<file path="config.mk">
export PLATFORM = sky130hd
export DESIGN_NAME = fetch_queue_ctrl_flat
export DESIGN_NICKNAME = d
export VERILOG_FILES = /design/src/rtl/fetch_queue_ctrl_if.sv /design/src/rtl/fetch_queue_ctrl.sv /design/src/flat_wrapper.sv
export SDC_FILE = /design/constraint.sdc
export NUM_CORES = 1
export LEC_CHECK = 0
export ABC_AREA = 1
export BUFFER_PORTS_ARGS = -buffer_cell sky130_fd_sc_hd__buf_2
export CORE_MARGIN = 5
export CORE_UTILIZATION = 45
export CTS_BUF_LIST = sky130_fd_sc_hd__clkbuf_4 sky130_fd_sc_hd__clkbuf_8
export DETAILED_ROUTE_END_ITERATION = 7
export PLACE_DENSITY = 0.7
export SKIP_LAST_GASP = 1
export SLEW_MARGIN = 15
export SYNTH_ARGS = -nofsm -noshare
export SYNTH_HDL_FRONTEND = slang
export SYNTH_SLANG_ARGS = --single-unit
</file>
<file path="constraint.sdc">
create_clock -name clk -period 4.4 [get_ports clk]
set_input_delay 1.1 -clock clk [delete_from_list [all_inputs] [get_ports clk]]
set_output_delay 1.1 -clock clk [all_outputs]
set_load 0.005 [all_outputs]
</file>
<file path="src/rtl/fetch_queue_ctrl_if.sv">
// Signal bundle between fetch_queue_ctrl and its surroundings: instruction
// memory read port, redirect request and the instruction-queue handshake.
interface fetch_queue_ctrl_if #(
  parameter int INS_ADDRESS = 9,
  parameter int INS_W       = 32,
  parameter int DEPTH       = 4
);
  logic                       fetch_en;
  logic [INS_ADDRESS-1:0]     imem_ra;
  logic [INS_W-1:0]           imem_rd;
  logic                       redirect_valid;
  logic [INS_ADDRESS-1:0]     redirect_pc;
  logic                       inst_valid;
  logic                       inst_ready;
  logic [INS_W-1:0]           inst_out;
  logic [INS_ADDRESS-1:0]     inst_pc;
  logic [$clog2(DEPTH):0]     count;

  modport master (
    output fetch_en, imem_rd, redirect_valid, redirect_pc, inst_ready,
    input  imem_ra, inst_valid, inst_out, inst_pc, count
  );

  modport slave (
    input  fetch_en, imem_rd, redirect_valid, redirect_pc, inst_ready,
    output imem_ra, inst_valid, inst_out, inst_pc, count
  );
endinterface

</file>
<file path="src/rtl/fetch_queue_ctrl.sv">
// Sequential instruction fetcher feeding a DEPTH-entry FIFO from a
// combinational instruction memory, with flush-and-restart on redirect.
module fetch_queue_ctrl #(
  parameter int INS_ADDRESS = 9,
  parameter int INS_W       = 32,
  parameter int DEPTH       = 4
) (
  input  logic               clk,
  input  logic               rst_n,
  fetch_queue_ctrl_if.slave  bus
);
  localparam int PW = $clog2(DEPTH);
  localparam int CW = PW + 1;
  localparam int WW = INS_ADDRESS - 2;

  typedef enum logic {S_IDLE, S_FETCH} state_t;

  typedef struct packed {
    logic [WW-1:0]    pc_word;
    logic [INS_W-1:0] data;
  } entry_t;

  state_t        r_state;
  state_t        w_state_nxt;
  logic [WW-1:0] r_pc_word;
  logic [PW-1:0] r_head;
  logic [PW-1:0] r_tail;
  logic [CW-1:0] r_count;
  entry_t        r_mem [DEPTH];

  logic          w_valid;
  logic          w_pop;
  logic          w_push;
  entry_t        w_head;

  assign w_valid = (r_count != '0);
  assign w_pop   = w_valid & bus.inst_ready;
  assign w_head  = r_mem[r_head];

  always_ff @(posedge clk or negedge rst_n) begin
    if (!rst_n) r_state <= S_IDLE;
    else        r_state <= w_state_nxt;
  end

  // NOTE: every always_comb output gets a default first; a path that skips an assignment would infer a latch.
  always_comb begin
    w_state_nxt = r_state;
    w_push      = 1'b0;
    case (r_state)
      S_IDLE:  if (bus.fetch_en) w_state_nxt = S_FETCH;
      S_FETCH: begin
        if (!bus.fetch_en) w_state_nxt = S_IDLE;
        w_push = bus.fetch_en & ~bus.redirect_valid &
                 ((r_count < CW'(DEPTH)) | w_pop);
      end
      default: w_state_nxt = S_IDLE;
    endcase
  end

  // NOTE: state uses non-blocking assignments so every register samples pre-edge values regardless of statement order.
  always_ff @(posedge clk or negedge rst_n) begin
    if (!rst_n) begin
      r_pc_word <= '0;
      r_head    <= '0;
      r_tail    <= '0;
      r_count   <= '0;
    end else if (bus.redirect_valid) begin
      r_pc_word <= bus.redirect_pc[INS_ADDRESS-1:2];
      r_head    <= '0;
      r_tail    <= '0;
      r_count   <= '0;
    end else begin
      if (w_push) begin
        r_tail    <= r_tail + 1'b1;
        r_pc_word <= r_pc_word + 1'b1;
      end
      if (w_pop) r_head <= r_head + 1'b1;
      r_count <= r_count + CW'(w_push) - CW'(w_pop);
    end
  end

  // NOTE: queue storage has no reset; the outputs are gated by occupancy, so stale entries are never visible.
  always_ff @(posedge clk) begin
    if (w_push) r_mem[r_tail] <= '{pc_word: r_pc_word, data: bus.imem_rd};
  end

  assign bus.imem_ra    = {r_pc_word, 2'b00};
  assign bus.inst_valid = w_valid;
  assign bus.inst_out   = w_valid ? w_head.data : '0;
  assign bus.inst_pc    = w_valid ? {w_head.pc_word, 2'b00} : '0;
  assign bus.count      = r_count;
endmodule
</file>
<file path="src/flat_wrapper.sv">
// flat-port wrapper written by rule: the top's interface ports become plain ports
module fetch_queue_ctrl_flat 
#(
  parameter int INS_ADDRESS = 9,
  parameter int INS_W       = 32,
  parameter int DEPTH       = 4
)
  (clk, rst_n, bus_fetch_en, bus_imem_rd, bus_redirect_valid, bus_redirect_pc, bus_inst_ready, bus_imem_ra, bus_inst_valid, bus_inst_out, bus_inst_pc, bus_count);
  fetch_queue_ctrl_if #(.INS_ADDRESS(INS_ADDRESS), .INS_W(INS_W), .DEPTH(DEPTH)) bus_i ();
  input  logic clk;
  input  logic rst_n;
  input wire logic [$bits(bus_i.fetch_en)-1:0] bus_fetch_en;
  input wire logic [$bits(bus_i.imem_rd)-1:0] bus_imem_rd;
  input wire logic [$bits(bus_i.redirect_valid)-1:0] bus_redirect_valid;
  input wire logic [$bits(bus_i.redirect_pc)-1:0] bus_redirect_pc;
  input wire logic [$bits(bus_i.inst_ready)-1:0] bus_inst_ready;
  output wire logic [$bits(bus_i.imem_ra)-1:0] bus_imem_ra;
  output wire logic [$bits(bus_i.inst_valid)-1:0] bus_inst_valid;
  output wire logic [$bits(bus_i.inst_out)-1:0] bus_inst_out;
  output wire logic [$bits(bus_i.inst_pc)-1:0] bus_inst_pc;
  output wire logic [$bits(bus_i.count)-1:0] bus_count;
  assign bus_i.fetch_en = bus_fetch_en;
  assign bus_i.imem_rd = bus_imem_rd;
  assign bus_i.redirect_valid = bus_redirect_valid;
  assign bus_i.redirect_pc = bus_redirect_pc;
  assign bus_i.inst_ready = bus_inst_ready;
  assign bus_imem_ra = bus_i.imem_ra;
  assign bus_inst_valid = bus_i.inst_valid;
  assign bus_inst_out = bus_i.inst_out;
  assign bus_inst_pc = bus_i.inst_pc;
  assign bus_count = bus_i.count;
  fetch_queue_ctrl #(.INS_ADDRESS(INS_ADDRESS), .INS_W(INS_W), .DEPTH(DEPTH)) u_core (.clk(clk), .rst_n(rst_n), .bus(bus_i));
endmodule
</file>
**Word-level counts from Yosys, hierarchy flattened**

Memory sizes are Yosys's and may differ from the RTL's.
Index checks and enable logic that the tools add are counted.
Widths: inputs -> output; s select.

- Reduce and logical (&&, ||, !) cells: 3
- Bitwise logic cells: 5
- Order comparisons: 1
- Shifts and indexed selects: 0
- $add $sub $neg: 5
- Equality and inequality tests: 0
- Multipliers: 0
- Divide/modulo/power cells: 0
- Multiplexer cells: 13

Operator list:

| kind | count |
|---|---|
| $mux 32 | 1 |
| $mux 7 | 2 |
| $mux 9 | 1 |
| $mux 2 | 4 |
| $add 7x1->7 const B | 1 |
| $add 2x1->2 const B | 2 |
| $mux 1 | 4 |
| $reduce_bool 2->1 | 2 |
| $add 3x1->3 | 1 |
| $and 1x1->1 | 3 |
| $lt 3x3->1 const B | 1 |
| $mux 3 | 1 |
| $reduce_bool 3->1 | 1 |
| $sub 3x1->3 | 1 |
| $not 1->1 | 1 |
| $or 1x1->1 | 1 |

- Word-level logic and storage cells: 33
- Input bits: 46
- Bits in read-only memories: 0
- Memories kept: 1
- Latch bits: 0
- Flip-flop bits (word level): 15
- Memory bits (writable): 156
- Output and inout port bits: 54

Memories:

| memory | depth | bits a word | read ports | clocked after Yosys merged registers in | write ports | line | text |
|---|---|---|---|---|---|---|---|
| u_core.r_mem | 4 | 39 | 1 | 0 | 1 | fetch_queue_ctrl.sv:29 | `entry_t r_mem [DEPTH];` |

**Logic depth before layout (Yosys ltp)**

- Depth in word-level cells: 8
- Depth in mapped cells: 12
- Gate-level depth less buffers: 12

**Least setup slack after synthesis**

No wires, ideal clock.

- Path kind: input -> register
- Start: input bus_inst_ready
- End: memory u_core.r_mem[0][0] (netlist name), enable pin
- Path buffers: 0
- Setup time: 435 ps
- Slack: 735 ps
- Data arrival time: 3,230 ps
- Stages: 6
- Cell sequence: inv_1 -> nand2_1 -> nand2_2 -> nor2_2 -> inv_2 -> nor2_1

- Cells in the longest elaborated chain, start to end: 6

Ends and longest elaborated chain:

| element | line | text |
|---|---|---|
| start, declared | flat_wrapper.sv:16 | `input wire logic [$bits(bus_i.inst_ready)-1:0] bus_inst_ready;` |
| $and 1x1->1 | fetch_queue_ctrl.sv:37 | `assign w_pop = w_valid & bus.inst_ready;` |
| $or 1x1->1 | fetch_queue_ctrl.sv:54 | `((r_count < CW'(DEPTH)) \| w_pop);` |
| $and 1x1->1 | fetch_queue_ctrl.sv:53 | `w_push = bus.fetch_en & ~bus.redirect_valid &` |
| $mux 1 | fetch_queue_ctrl.sv:49 | `case (r_state)` |
| $mux 1 | fetch_queue_ctrl.sv:84 | `if (w_push) r_mem[r_tail] <= '{pc_word: r_pc_word, data: bus.imem_rd};` |
| $mux 1 (not written as such) | fetch_queue_ctrl.sv:84 |  |
| end, declared | fetch_queue_ctrl.sv:29 |  |

No other way between the ends.

**Final worst setup path**

- Start: register u_core.r_head[0]
- End: output bus_inst_pc[6]

- Cells in the longest elaborated chain, start to end: 2

Ends and longest elaborated chain:

| element | line | text |
|---|---|---|
| start, declared | fetch_queue_ctrl.sv:26 | `logic [PW-1:0] r_head;` |
| start signal, assigned | fetch_queue_ctrl.sv:77 | `if (w_pop) r_head <= r_head + 1'b1;` |
| $mem_v2 4x39 | -- |  |
| $mux 9 | fetch_queue_ctrl.sv:90 | `assign bus.inst_pc = w_valid ? {w_head.pc_word, 2'b00} : '0;` |
| end, declared | flat_wrapper.sv:20 | `output wire logic [$bits(bus_i.inst_pc)-1:0] bus_inst_pc;` |

No other way between the ends.

==> reports/metrics.yaml <==
sta:
  post-route-period-util: 0.7812
  finalSetupTns_ns: 0
  worstMarginPinSlew_ns: 0.8967
  rsz0062_at_grt: "no"
  skew_ns: 0.01467
  fmax_ghz: 0.2909
  fin_ws_ns: 0.9629
  fin_hold_ws_ns: 0.5498
  hold_violations: 0
  period_needed_ns: 3.437
  finalSetupViolations: 0
  relSlewSlack: 0.4013
  slew_violations: 0
placed_design:
  dpl.hpwl_um: 8778
  gp_congestion: 0.8224
  place_area_um2: 7686
  dpl_worst_slack_ns: 1.170
  io_buffers: 93
cells_and_area:
  nNetsFinal: 742
  seqCellArea_um2: 5062
  post_route_cells_drive_above_1_share: 0.2083
  fillers: 1266
  multi_input_area_um2: 1680
  antenna_cells: 0
  area_growth_pct: 14.82
  final_common_cell: "nor2_1"
  final_cell_mix: "nor2_1 (162), edfxtp_1 (156), buf_2 (93)"
  final_area_um2: 8066
routing:
  vias: 4609
  wl_um: 14820
  drtIter0Drc: 395
  viasPerCell: 5.054
  wire_per_inst_um: 16.25
  drc: 0
  antenna_left: 0
  dr.pass1.iters: 5
synth:
  synth_cells: 600
  synth_edf_count: 156
  ys_warn_count: 0
  synthArstFlopShare: 0.08772
  synth_area_per_cell_um2: 11.71
  synthFlopType: "edfxtp_1"
  ys_ff_latch: 171
  synth_area_um2: 7025
  synth-seq-area-share: 0.7202
  yosysTopAreaCell: "edfxtp_1"
  netlist.area_leader.share: 0.6668
  synth_area_leaders: "edfxtp_1 (67%), nor2_1 (8.9%), dfrtp_1 (5.3%)"
  ys_types: 22
setup_path:
  reg2reg_from: "u_core.bus.count[2]$_DFF_PN0_"
  crit_path_top_delay_cell: "inv_2"
  critPathMaxFanout: 56
  worstPathArrival_ns: 2.34
  rr_endpoint: "u_core.r_mem[0][19]$_DFFE_PP_"
  critical_path.cell_chain: "inv_2 > buf_4 > o21ai_0 > a21oi_1 > buf_2"
  cpLargestDelayFamily: "buffers and inverters"
  critPathLaunchType: "flip-flop"
  crit_type: "reg2out"
  crit_required_ns: 3.30
  r2r_slack_ns: 2.00
  reg2reg_depth: 6
  max_stage_delay_ns: 0.62
  endpoint_kind: "output pin"
  path_buf_inv: 3
clocking:
  ctsHoldBuffers: 0
  clockBufferDepth: 2
  ctsResizeCount: 0
  h-tree-depth: 4
  clock_sinks: 171
  cts_buffers: 17
  clk_pin_slew_ns: 0.08
  cts_tree: "done"
  clk_latency_ns: 0.45
  cts-root-buf: "clkbuf_8"
  post_cts_buffers: 0
die:
  io_pins: 100
  die_area_um2: 18210
  core.rowCount: 45
  start_util: 0.4604
  core_area_um2: 15260
  die_h_um: 135.0
  die_w_um: 135.0
grt:
  grt_pass1_vias: 4723
  use_met1: 0.2170
  grt_max_degree: 81
  track_usage: 0.1669
  antenna_found_initial: 1
  grt_overflow_total: 0
  grt_pass1_wl_um: 23340
  grt_busiest_layer: "met2"
  grtUsageMet2: 0.2735
  grt_use_met3: 0.04173
run:
  drv_cap: 0
hold_path:
  hold_class: "in2async"
power:
  p_leak_nw: 3.089
  finalPower_w: 0.004183
  irDropWorstVdd_v: 0.0005117
  power_density_nw_per_um2: 518.6
outcome:
  status: "finished, final reports clean"
power by group:
group	total (W)	internal (W)	switching, W
registers	0.00189	0.00184	0.0000493
clock network	0.00103	0.000541	0.000492
logic	0.00126	0.000438	0.000823
total	0.00418	0.00282	0.00136
stage by stage:
step | instances | util
2_1_floorplan | 603 | -
3_3_place_gp | 880 | 0.5037
3_5_place_dp | 880 | 0.5037
4_1_cts | 912 | 0.5287
5_1_grt | 912 | 0.5287
6_report | 912 | 0.5287
how the worst max path moves through the flow:
stage,start,to,slack [ns],depth (start not counted)
global placement,bus_inst_ready,u_core.r_mem[0][17]$_DFFE_PP_,1.22,8
finish,u_core.r_head[0]$_DFFE_PN0P_,bus_inst_pc[6],0.96,5
detailed placement,bus_inst_ready,u_core.r_mem[0][17]$_DFFE_PP_,1.17,8
global route,u_core.r_head[0]$_DFFE_PN0P_,bus_inst_out[30],0.77,5
floorplan,bus_inst_ready,u_core.r_mem[0][0]$_DFFE_PP_,0.74,6
CTS,u_core.r_head[0]$_DFFE_PN0P_,bus_inst_pc[6],0.89,5
metal layers:
| metal | up-vias | part of all wire |
|---|---|---|
| li1 | 2229 | - |
| met4 | 2 | 0.018 |
| met3 | 26 | 0.055 |
| met5 | - | 0.00088 |
| met1 | 2211 | 0.44 |
| met2 | 141 | 0.48 |
Yosys cell counts (2+ instances only):
master / instances
a21oi_1: 40
buf_2: 12
buf_4: 8
buf_6: 4
clkbuf_1: 6
clkbuf_2: 6
dfrtp_1: 15
edfxtp_1: 156
ha_1: 7
inv_1: 25
inv_2: 4
nand2_1: 42
nand3_1: 18
nor2_1: 166
o21ai_0: 74
o21ai_1: 10
o21bai_1: 2
registers in the layout, summed over array words and instances, names as in the netlist:
signal	flops
u_core.r_mem	156
u_core.r_pc_word	7
u_core.bus.count	3
u_core.r_head	2
u_core.r_tail	2
u_core.r_state	1
cells by family after synthesis:
logic type	Yosys count	synth area share
other	1	0.0005338
AOI/OAI and AO/OA	126	0.09047
and+or+nand+nor	228	0.1257
xor gates and xnor gates	1	0.001247
DFF	171	0.7202
buffers and inverters	65	0.04648
adders and majority gates	8	0.01532
cell type report:
type                       instances  area share
sequential                       171      0.6276
multi-input combinational        367      0.2083
timing repair buffer             102     0.07073
clock buffer                      28     0.04157
tap                              211     0.03273
inverter                          29     0.01349
clock inverter                     4    0.005584
Note: power is estimated with default switching activity, not from simulation.
